==> src/rtl/fetch_pkg.sv <==
// fetch_pkg: shared widths, constants and the prefetch entry type for the fetch front-end.
package fetch_pkg;
  localparam int PC_W = 32;
  localparam int INSTR_W = 32;
  localparam logic [PC_W-1:0] RESET_PC_DEF = 32'h0000_0000;
  localparam logic [PC_W-1:0] PC_STEP = 32'd4;
  typedef struct packed {
    logic [PC_W-1:0]    pc;
    logic [INSTR_W-1:0] instr;
  } fetch_entry_t;
  function automatic logic [PC_W-1:0] word_align(input logic [PC_W-1:0] a);
    return a & ~32'd3;
  endfunction
endpackage

==> src/rtl/sync_fifo.sv <==
// sync_fifo: registered FIFO with synchronous flush; head reads as zero while empty.
module sync_fifo #(
  parameter int WIDTH = 64,
  parameter int DEPTH = 4
) (
  input  logic                   clk,
  input  logic                   rst,
  input  logic                   flush,
  input  logic                   push,
  input  logic [WIDTH-1:0]       din,
  input  logic                   pop,
  output logic [WIDTH-1:0]       dout,
  output logic [$clog2(DEPTH):0] count,
  output logic                   empty,
  output logic                   full
);
  localparam int AW = $clog2(DEPTH);
  logic [WIDTH-1:0] mem_q [DEPTH];
  logic [WIDTH-1:0] mem_d [DEPTH];
  logic [AW-1:0] wr_q, wr_d, rd_q, rd_d;
  logic [AW:0] cnt_q, cnt_d;
  logic do_pop;
  assign empty = cnt_q == '0;
  assign full = cnt_q == (AW+1)'(DEPTH);
  assign count = cnt_q;
  assign dout = empty ? '0 : mem_q[rd_q];
  assign do_pop = pop && !empty;
  always_comb begin
    mem_d = mem_q;
    mem_d[wr_q] = push ? din : mem_q[wr_q];
    wr_d = flush ? '0 : wr_q + AW'(push);
    rd_d = flush ? '0 : rd_q + AW'(do_pop);
    cnt_d = flush ? '0 : cnt_q + (AW+1)'(push) - (AW+1)'(do_pop);
  end
  always_ff @(posedge clk) begin
    mem_q <= mem_d;
    if (rst) begin
      wr_q <= '0;
      rd_q <= '0;
      cnt_q <= '0;
    end else begin
      wr_q <= wr_d;
      rd_q <= rd_d;
      cnt_q <= cnt_d;
    end
  end
endmodule

==> src/rtl/ifetch_prefetch.sv <==
// ifetch_prefetch: credit-based in-order instruction prefetcher with redirect flush.
module ifetch_prefetch
  import fetch_pkg::*;
#(
  parameter int DEPTH = 4,
  parameter logic [PC_W-1:0] RESET_PC = RESET_PC_DEF
) (
  input  logic               clk,
  input  logic               rst,
  output logic               mem_req_valid,
  input  logic               mem_req_ready,
  output logic [PC_W-1:0]    mem_req_addr,
  input  logic               mem_rsp_valid,
  input  logic [INSTR_W-1:0] mem_rsp_data,
  output logic               instr_valid,
  input  logic               instr_ready,
  output logic [INSTR_W-1:0] instr,
  output logic [PC_W-1:0]    instr_pc,
  input  logic               redirect,
  input  logic [PC_W-1:0]    redirect_pc
);
  localparam int CW = $clog2(DEPTH) + 1;
  logic [PC_W-1:0] fetch_pc_q, fetch_pc_d, rsp_pc_q, rsp_pc_d, target;
  logic [CW-1:0] inflight_q, inflight_d, stale_q, stale_d, fifo_count;
  logic req_acc, push, fifo_empty, fifo_full;
  fetch_entry_t head;
  assign target = word_align(redirect_pc);
  assign mem_req_valid = !rst && (({1'b0, fifo_count} + {1'b0, inflight_q}) < (CW+1)'(DEPTH));
  assign mem_req_addr = fetch_pc_q;
  assign req_acc = mem_req_valid && mem_req_ready;
  assign push = mem_rsp_valid && stale_q == '0 && !redirect;
  assign instr_valid = !fifo_empty;
  assign instr = head.instr;
  assign instr_pc = head.pc;
  // After a redirect every outstanding request (including one accepted this cycle) is stale.
  always_comb begin
    inflight_d = inflight_q + CW'(req_acc) - CW'(mem_rsp_valid);
    stale_d = redirect ? inflight_d : stale_q - CW'(mem_rsp_valid && stale_q != '0);
    fetch_pc_d = redirect ? target : fetch_pc_q + (req_acc ? PC_STEP : '0);
    rsp_pc_d = redirect ? target : rsp_pc_q + (push ? PC_STEP : '0);
  end
  always_ff @(posedge clk) begin
    if (rst) begin
      fetch_pc_q <= RESET_PC;
      rsp_pc_q <= RESET_PC;
      inflight_q <= '0;
      stale_q <= '0;
    end else begin
      fetch_pc_q <= fetch_pc_d;
      rsp_pc_q <= rsp_pc_d;
      inflight_q <= inflight_d;
      stale_q <= stale_d;
    end
  end
  always_ff @(posedge clk) begin
    if (!rst) assert (!(push && fifo_full));
  end
  sync_fifo #(.WIDTH($bits(fetch_entry_t)), .DEPTH(DEPTH)) u_fifo (
    .clk   (clk),
    .rst   (rst),
    .flush (redirect),
    .push  (push),
    .din   ({rsp_pc_q, mem_rsp_data}),
    .pop   (instr_ready && !redirect),
    .dout  (head),
    .count (fifo_count),
    .empty (fifo_empty),
    .full  (fifo_full)
  );
endmodule

==> config.mk <==
export PLATFORM = sky130hd
export DESIGN_NAME = ifetch_prefetch
export DESIGN_NICKNAME = d
export VERILOG_FILES = /design/src/rtl/fetch_pkg.sv /design/src/rtl/sync_fifo.sv /design/src/rtl/ifetch_prefetch.sv
export SDC_FILE = /design/constraint.sdc
export NUM_CORES = 1
export LEC_CHECK = 0
export CAP_MARGIN = 20
export CORE_UTILIZATION = 57
export DETAILED_ROUTE_END_ITERATION = 8
export PLACE_DENSITY = 0.77
export RECOVER_POWER = 50
export SKIP_CTS_REPAIR_TIMING = 1
export SLEW_MARGIN = 20
export SYNTH_ARGS = -nofsm -noshare
export SYNTH_HDL_FRONTEND = slang
export SYNTH_HIERARCHICAL = 1
export SYNTH_SLANG_ARGS = --single-unit
export TNS_END_PERCENT = 10
==> constraint.sdc <==
create_clock -name clk -period 9.4 [get_ports clk]
set_input_delay 1.41 -clock clk [delete_from_list [all_inputs] [get_ports clk]]
set_output_delay 1.41 -clock clk [all_outputs]
set_load 0.02 [all_outputs]
# Word-level counts from Yosys, hierarchy flattened
# Cells that the tools add are included.
# totals
reg_bits	333
latchBits	0
ram_bits	0
rom_bits	0
elab_cells	60
memories	0
# op_classes
add_sub_neg	10
mul	0
n_div	0
magnitude_cmp	4
eq_ne	0
shift	0
muxes	16
bitwise	2
reduce_logical	15
# op_table
operator	n
2-to-1 mux 64 bit	7
binary-select mux 64 bit (select 2 bit)	2
bitwise mux 256 bit	1
demux 64 bit (select 2 bit)	1
adder 32 x 3 -> 32 bit	2
2-to-1 mux 32 bit	2
2-to-1 mux 3 bit	3
subtractor 3 x 1 -> 3 bit	3
logical AND 1 bit	8
adder 3 x 1 -> 3 bit	2
greater-or-equal comparator 3 bit (second input constant)	2
logical NOT 3 bit	2
NOT 2 -> 3 bit	2
adder 2 x 1 -> 2 bit	2
adder 3 x 3 -> 4 bit	1
less-than comparator 4 x 3 -> 1 bit (second input constant)	1
logical NOT 1 bit	3
less-than comparator 3 x 1 -> 1 bit (second input constant)	1
nonzero test 3 bit	1
OR reduction 2 bit	1

# Logic depth before layout (Yosys ltp)
# Gate-level depths: netlist of run 1.
# logic_depth
word_depth	7
ltp_mapped	12

# By module
# Netlist of run 1, hierarchy kept.
# by_module_without_submodules
module	n_inst	cells_per_inst	area_each_um2
sync_fifo	1	809	12490.7
ifetch_prefetch	1	471	3788.6

# Least setup slack after synthesis of run 1
# OpenSTA, ideal clock, no wires.
# synth_timing
path_type	register -> register
from	register u_fifo.wr_q[0]
to	register u_fifo/mem_q[100] in the netlist's numbering (enable)
arrival_ps	3654
path_slack_ps	5252
path_stages_with_launch	5
synth_period_minus_slack_ps	4148
path_cell_list	dfxtp_1 -> buf_2 -> buf_4 -> buf_4 -> nor2b_1
# synth_between
elab_chain_len	6
elab_cells_between_ends	11
classes_between	order compare (2); mux (7); bitwise (1); reduce/logical (1)
# synth_lines
item	line	source
start, declared	sync_fifo.sv:20	logic [AW-1:0] wr_q, wr_d, rd_q, rd_d;
start signal, assigned	sync_fifo.sv:42	wr_q <= wr_d;
NOT 2 -> 3 bit *	sync_fifo.sv:30	mem_d[wr_q] = push ? din : mem_q[wr_q];
greater-or-equal comparator 3 bit (not written as such) (tied with other cells)	sync_fifo.sv:30	
logical AND 1 bit (not written as such) / 2-to-1 mux 64 bit (equally long branches)	sync_fifo.sv:30	
2-to-1 mux 64 bit	sync_fifo.sv:30	
demux 64 bit (select 2 bit) / 2-to-1 mux 64 bit (equally long branches)	sync_fifo.sv:30	
bitwise mux 256 bit *	sync_fifo.sv:30	
end signal, assigned	sync_fifo.sv:36	mem_q <= mem_d;
end, declared	sync_fifo.sv:18	logic [WIDTH-1:0] mem_q [DEPTH];
# Mark *: on every way between the ends. The rest lies on a longest branch, timed or not. The select of a mux whose other input is x is not followed.
# A chain may end at the register's enable or synchronous reset.

# Worst setup path in the final report of run 1
# layout_timing
from	input port redirect
to	register rsp_pc_q[30]
# layout_between
elab_chain_len	5
# layout_lines
item	line	source
start, declared	ifetch_prefetch.sv:19	input logic redirect,
logical NOT 1 bit	ifetch_prefetch.sv:31	assign push = mem_rsp_valid && stale_q == '0 && !redirect;
logical AND 1 bit	ifetch_prefetch.sv:31	
net push	ifetch_prefetch.sv:25	logic req_acc, push, fifo_empty, fifo_full;
2-to-1 mux 3 bit	ifetch_prefetch.sv:40	rsp_pc_d = redirect ? target : rsp_pc_q + (push ? PC_STEP : '0);
adder 32 x 3 -> 32 bit	ifetch_prefetch.sv:40	
2-to-1 mux 32 bit	ifetch_prefetch.sv:40	
end signal, assigned	ifetch_prefetch.sv:50	rsp_pc_q <= rsp_pc_d;
end, declared	ifetch_prefetch.sv:23	logic [PC_W-1:0] fetch_pc_q, fetch_pc_d, rsp_pc_q, rsp_pc_d, target;
# The timed path passes the listed nets, and every way through them passes these cells.

==> out/qor.json, run 1 <==
{
  "clocking": {
    "clkTransAtPathRegs_ps": 60,
    "cts_max_path_buffers": 3,
    "maximum_level_of_the_cts_h_tree": 2,
    "tritoncts_num_sinks": 329,
    "cts_tree": "done",
    "cts-buffers-inserted": 35,
    "worstSkewPairLatency_ps": 510,
    "cts_root_buffer": "clkbuf_16"
  },
  "timing": {
    "finalSetupViolations": 0,
    "final.period_utilization_pct": 71.29,
    "achievable_clock_frequency_mhz": 149.2,
    "tns_setup_ps": 0,
    "slew_headroom_pct": -189.7,
    "final-max-slew-violation-count": 432,
    "post-route-worst-setup-slack_ps": 2699,
    "rsz0062_at_grt": "false",
    "fin_skew_ps": 11.93,
    "final-hold-violation-count": 0,
    "hold_slack_ps": 571.5,
    "max_slew.worst_pin.slew_ps": 4345,
    "timing.final.crit_period_ps": 6701
  },
  "global_routing": {
    "grt_max_degree": 86,
    "global_route.overflow_total": 0,
    "antenna_found_initial": 2,
    "grt_pass1_wl_mm": 61.05,
    "grt_pass1_vias": 11130,
    "overall_global_routing_usage_pct": 27.16
  },
  "outcome": {
    "violations_in_the_final_reports": "capacitance limit, slew limit",
    "outcome": "finished, violations left"
  },
  "placement": {
    "detailedPlacementHpwl_mm": 23.43,
    "placedInstanceArea_sq_mm": 0.01807,
    "port_buffers": 163,
    "place.gp.congestion": 0.8881,
    "post-place-ws_ps": 3836,
    "post-place-cells": 1744
  },
  "critical_path": {
    "critical_path.max_fanout": 85,
    "criticalPathCategory": "in2reg",
    "cp_max_stage_delay_ps": 2540,
    "cp-start-kind": "primary input",
    "timing.critical_path.cells": "buf_2 > clkbuf_1 > clkinv_1 > and3_4 > buf_4 > ha_1 > ha_1 > nand3_1 > nor4_1 > a211o_1 > and3_1",
    "cp_data_required_time_ps": 9800,
    "crit_top_cell": "ha_1",
    "setup.worst_path.end_class": "flop",
    "critPathArrivalTime_ps": 7100,
    "cp_top_family": "buffers and inverters",
    "buffers_plus_inverters_on_the_worst_setup_path": 4,
    "critPathSlowestCell": "clkbuf_1"
  },
  "worst_hold_path": {
    "type_of_the_most_critical_hold_path": "reg2reg"
  },
  "die": {
    "design.core.area_sq_mm": 0.02793,
    "chipWidth_microns": 171.0,
    "top_level_ports": 168,
    "die_height_microns": 171.0,
    "fp-row-count": 61,
    "floorplan.die_area_sq_mm": 0.02923,
    "initial_utilization_pct": 58.25
  },
  "routing": {
    "detailedRoute.firstIterationViolations": 1210,
    "final_antenna_net_count": 0,
    "post_drt_wl_per_cell_microns": 21.83,
    "drt_drc_violations_left": 0,
    "drt_first_pass_iters": 5,
    "vias_per_cell": 6.283,
    "routed-via-count": 11360,
    "wl_mm": 39.47
  },
  "synthesis": {
    "synth_area_per_cell_sq_um": 12.72,
    "syn-instance-count": 1279,
    "mappedNetlistArea_sq_mm": 0.01627,
    "ys.warnings.count": 6
  },
  "power_and_ir_drop": {
    "power_per_cell_area_mw_per_mm2": 224.8,
    "p_leak_nw": 6.114,
    "max-vdd-ir-drop_uv": 208.1,
    "report.power.total_mw": 4.298
  },
  "job": {
    "max_cap_violations": 9
  },
  "finish": {
    "layout.nets": 1487,
    "postLayoutCellArea_sq_mm": 0.01912,
    "layout_cell_share_with_drive_strength_beyond_1_pct": 9.517,
    "final_cell_count_no_fill": 1808,
    "area_growth_syn_to_layout_pct": 17.49,
    "fin_util_pct": 68.44
  }
}
final timing paths:
path	cells after the start	slack [ps]	from	to
worst min-delay path	2	570	mem_req_addr[29]	mem_req_addr[29]
worst max register to register	3	3660	u_fifo/wr_q[0]	u_fifo/mem_q[154]
worst min register to register	2	570	mem_req_addr[29]	mem_req_addr[29]
worst max-delay path	11	2700	redirect	rsp_pc_q[30]
per-layer routing:
metal | vias up | share of wire [%] | track usage [%]
met1 | 5700 | 42 | 37.65
met3 | 67 | 6.2 | 2.984
li1 | 5161 | - | -
met4 | 0 | 2.0 | 7.065
met2 | 431 | 49 | 45.76
met5 | - | 0 | 0
state kept, by name, indices dropped and copies added (netlist names):
| name | flops |
|---|---|
| u_fifo/wr_q | 2 |
| u_fifo/count | 3 |
| stale_q | 3 |
| mem_req_addr | 30 |
| u_fifo/mem_q | 256 |
| u_fifo/rd_q | 2 |
| rsp_pc_q | 30 |
| inflight_q | 3 |
worst reg2reg max path, stage by stage, from the launching register on:
cell and delay, ps:
dfxtp_1 1130, nand2b_1 890, inv_1 1010, clkbuf_1 2230
power by group:
group          total [mW]  internal (mW)  switching [mW]
clock network        1.33          0.779           0.548
logic               0.914          0.433           0.481
registers            2.06           1.94           0.113
total                4.30           3.15            1.14
cell type report:
class	count	area [sq um]
antenna	1	2.502
clock buffer	42	954.7
clock inverter	21	148.9
fill	2030	8816
inverter	37	138.9
multi-input combinational	820	6523
sequential	329	9154
tap	378	473.0
timing repair buffer	180	1724
layout by cell type (no fill, tap or decap), types with 18 or more instances in the layout:
cell type,instances
edfxtp_1,256
clkdlybuf4s50_1,123
nor2_1,99
a211oi_1,82
nor2b_1,79
dfxtp_1,71
o31ai_1,69
nand2b_1,66
mux2i_1,64
mux4_2,64
dlygate4sd3_1,39
clkbuf_16,37
inv_1,35
nand2_1,32
a21oi_1,26
nor3_1,23
xnor2_1,19
nor4_1,18
Note: power is estimated with default switching activity, not from simulation.
==> run 2, diff against run 1 <==
==> constraint.sdc (replaced) <==
create_clock -name clk -period 6.2 [get_ports clk]
set_input_delay 0.93 -clock clk [delete_from_list [all_inputs] [get_ports clk]]
set_output_delay 0.93 -clock clk [all_outputs]
set_load 0.02 [all_outputs]
==> out/qor.json, run 2 (synthesis results as in run 1) <==
{
  "outcome": {
    "outcome": "finished, violations left",
    "violations_in_the_final_reports": "capacitance limit, slew limit"
  },
  "clocking": {
    "cts_tree": "done",
    "worstSkewPairLatency_ps": 520,
    "tritoncts_num_sinks": 329,
    "cts_max_path_buffers": 3,
    "clkTransAtPathRegs_ps": 60,
    "cts_root_buffer": "clkbuf_16",
    "cts-buffers-inserted": 35,
    "maximum_level_of_the_cts_h_tree": 2
  },
  "routing": {
    "post_drt_wl_per_cell_microns": 21.93,
    "routed-via-count": 11510,
    "vias_per_cell": 6.359,
    "wl_mm": 39.70,
    "drt_first_pass_iters": 5,
    "detailedRoute.firstIterationViolations": 1231,
    "final_antenna_net_count": 0,
    "drt_drc_violations_left": 0
  },
  "timing": {
    "final-max-slew-violation-count": 306,
    "slew_headroom_pct": -112.3,
    "finalSetupViolations": 0,
    "rsz0062_at_grt": "false",
    "fin_skew_ps": 14.18,
    "final-hold-violation-count": 0,
    "timing.final.crit_period_ps": 4983,
    "max_slew.worst_pin.slew_ps": 3177,
    "tns_setup_ps": 0,
    "final.period_utilization_pct": 80.37,
    "achievable_clock_frequency_mhz": 200.7
  },
  "placement": {
    "port_buffers": 163,
    "detailedPlacementHpwl_mm": 24.17,
    "place.gp.congestion": 0.8704
  },
  "finish": {
    "area_growth_syn_to_layout_pct": 18.28,
    "multi_input_area_sq_mm": 0.006523,
    "max_flop_register": "u_fifo/mem_q",
    "most_common_cell_after_layout_fill_and_taps_aside": "edfxtp_1",
    "num_antenna_cells": 0,
    "layout_common_cells": "edfxtp_1 (256), clkdlybuf4s50_1 (131), nor2_1 (99)",
    "area.sequential_sq_mm": 0.009154,
    "num-fill-cells": 1989,
    "fin_util_pct": 68.90,
    "layout_cell_share_with_drive_strength_beyond_1_pct": 9.846,
    "number_of_flip_flops_under_the_largest_register_name": 256,
    "layout.nets": 1490
  },
  "critical_path": {
    "cp-start-kind": "flop",
    "setup.worst_path.end_class": "flop",
    "critPathArrivalTime_ps": 5120,
    "cp_data_required_time_ps": 6340,
    "critical_path.max_fanout": 37,
    "criticalPathCategory": "reg2reg"
  },
  "global_routing": {
    "grt_max_degree": 85,
    "overall_global_routing_usage_pct": 27.47,
    "grt_pass1_wl_mm": 61.76,
    "grt_pass1_vias": 11450,
    "global_route.overflow_total": 0,
    "antenna_found_initial": 0
  },
  "worst_hold_path": {
    "type_of_the_most_critical_hold_path": "reg2reg"
  },
  "die": {
    "top_level_ports": 168,
    "initial_utilization_pct": 58.25,
    "floorplan.die_area_sq_mm": 0.02923,
    "design.core.area_sq_mm": 0.02793,
    "fp-row-count": 61,
    "die_height_microns": 171.0,
    "chipWidth_microns": 171.0
  },
  "power_and_ir_drop": {
    "max-vdd-ir-drop_uv": 203.2,
    "p_leak_nw": 6.148,
    "power_per_cell_area_mw_per_mm2": 347.1
  },
  "job": {
    "max_cap_violations": 9
  }
}
-- run 2: cell types whose count changed in the layout (fill, tap and decap cells not counted), sizes merged --
| cell | before | now |
|---|---|---|
| diode | 1 | 0 |
| dlygate4sd3 | 39 | 31 |
| clkbuf | 50 | 57 |
| inv | 37 | 36 |
| clkdlybuf4s50 | 123 | 131 |
| bufinv | 2 | 5 |
| buf | 10 | 13 |
| clkinv | 19 | 10 |
-- run 2: metrics by stage --
step                std cells  instance area (sq um)  power [mW]  setup WS, ps  hold slack, ps
floorplan                1282                  16280       4.073          2052           505.6
global placement         1747                  18090       4.457          1799           551.9
CTS                      1810                  19300       6.702          2032           557.8
detailed placement       1747                  18090       4.529          1802           550.1
finish                   1810                  19250       6.680          1217           560.1
global route             1810                  19250       6.956         975.1           607.0
-- run 2: final cells by class --
cell class | instances | share of cell area (%)
sequential | 329 | 47.56
clock inverter | 14 | 1.021
clock buffer | 49 | 5.253
timing repair buffer | 183 | 9.095
tap | 378 | 2.457
inverter | 37 | 0.7216
multi-input combinational | 820 | 33.89
-- run 2: final timing paths --
check        cells after the start                 to           start  slack [ps]
max                              3  u_fifo/mem_q[187]  u_fifo/wr_q[0]        1220
min                              2       rsp_pc_q[17]    rsp_pc_q[17]         560
max reg2reg                      3  u_fifo/mem_q[187]  u_fifo/wr_q[0]        1220
min reg2reg                      2       rsp_pc_q[17]    rsp_pc_q[17]         560
-- run 2: layer usage --
metal / GRT usage (%) / vias to the layer above / part of all wire, %
met5: 0 / - / 0
met4: 9.084 / 0 / 2.3
met3: 3.932 / 75 / 7.3
met2: 46.47 / 548 / 50
met1: 36.50 / 5708 / 40
li1: - / 5178 / -
-- run 2: where the power goes --
group / internal (mW) / switching (mW)
sequential: 2.94 / 0.175
clock: 1.35 / 0.833
combinational: 0.658 / 0.722
total: 4.95 / 1.73
-- run 2: worst max-delay path, stage by stage (launching register included) --
cell      delay [ps]
dfxtp_1         1520
nand2b_1        1050
inv_1           1320
buf_4            670
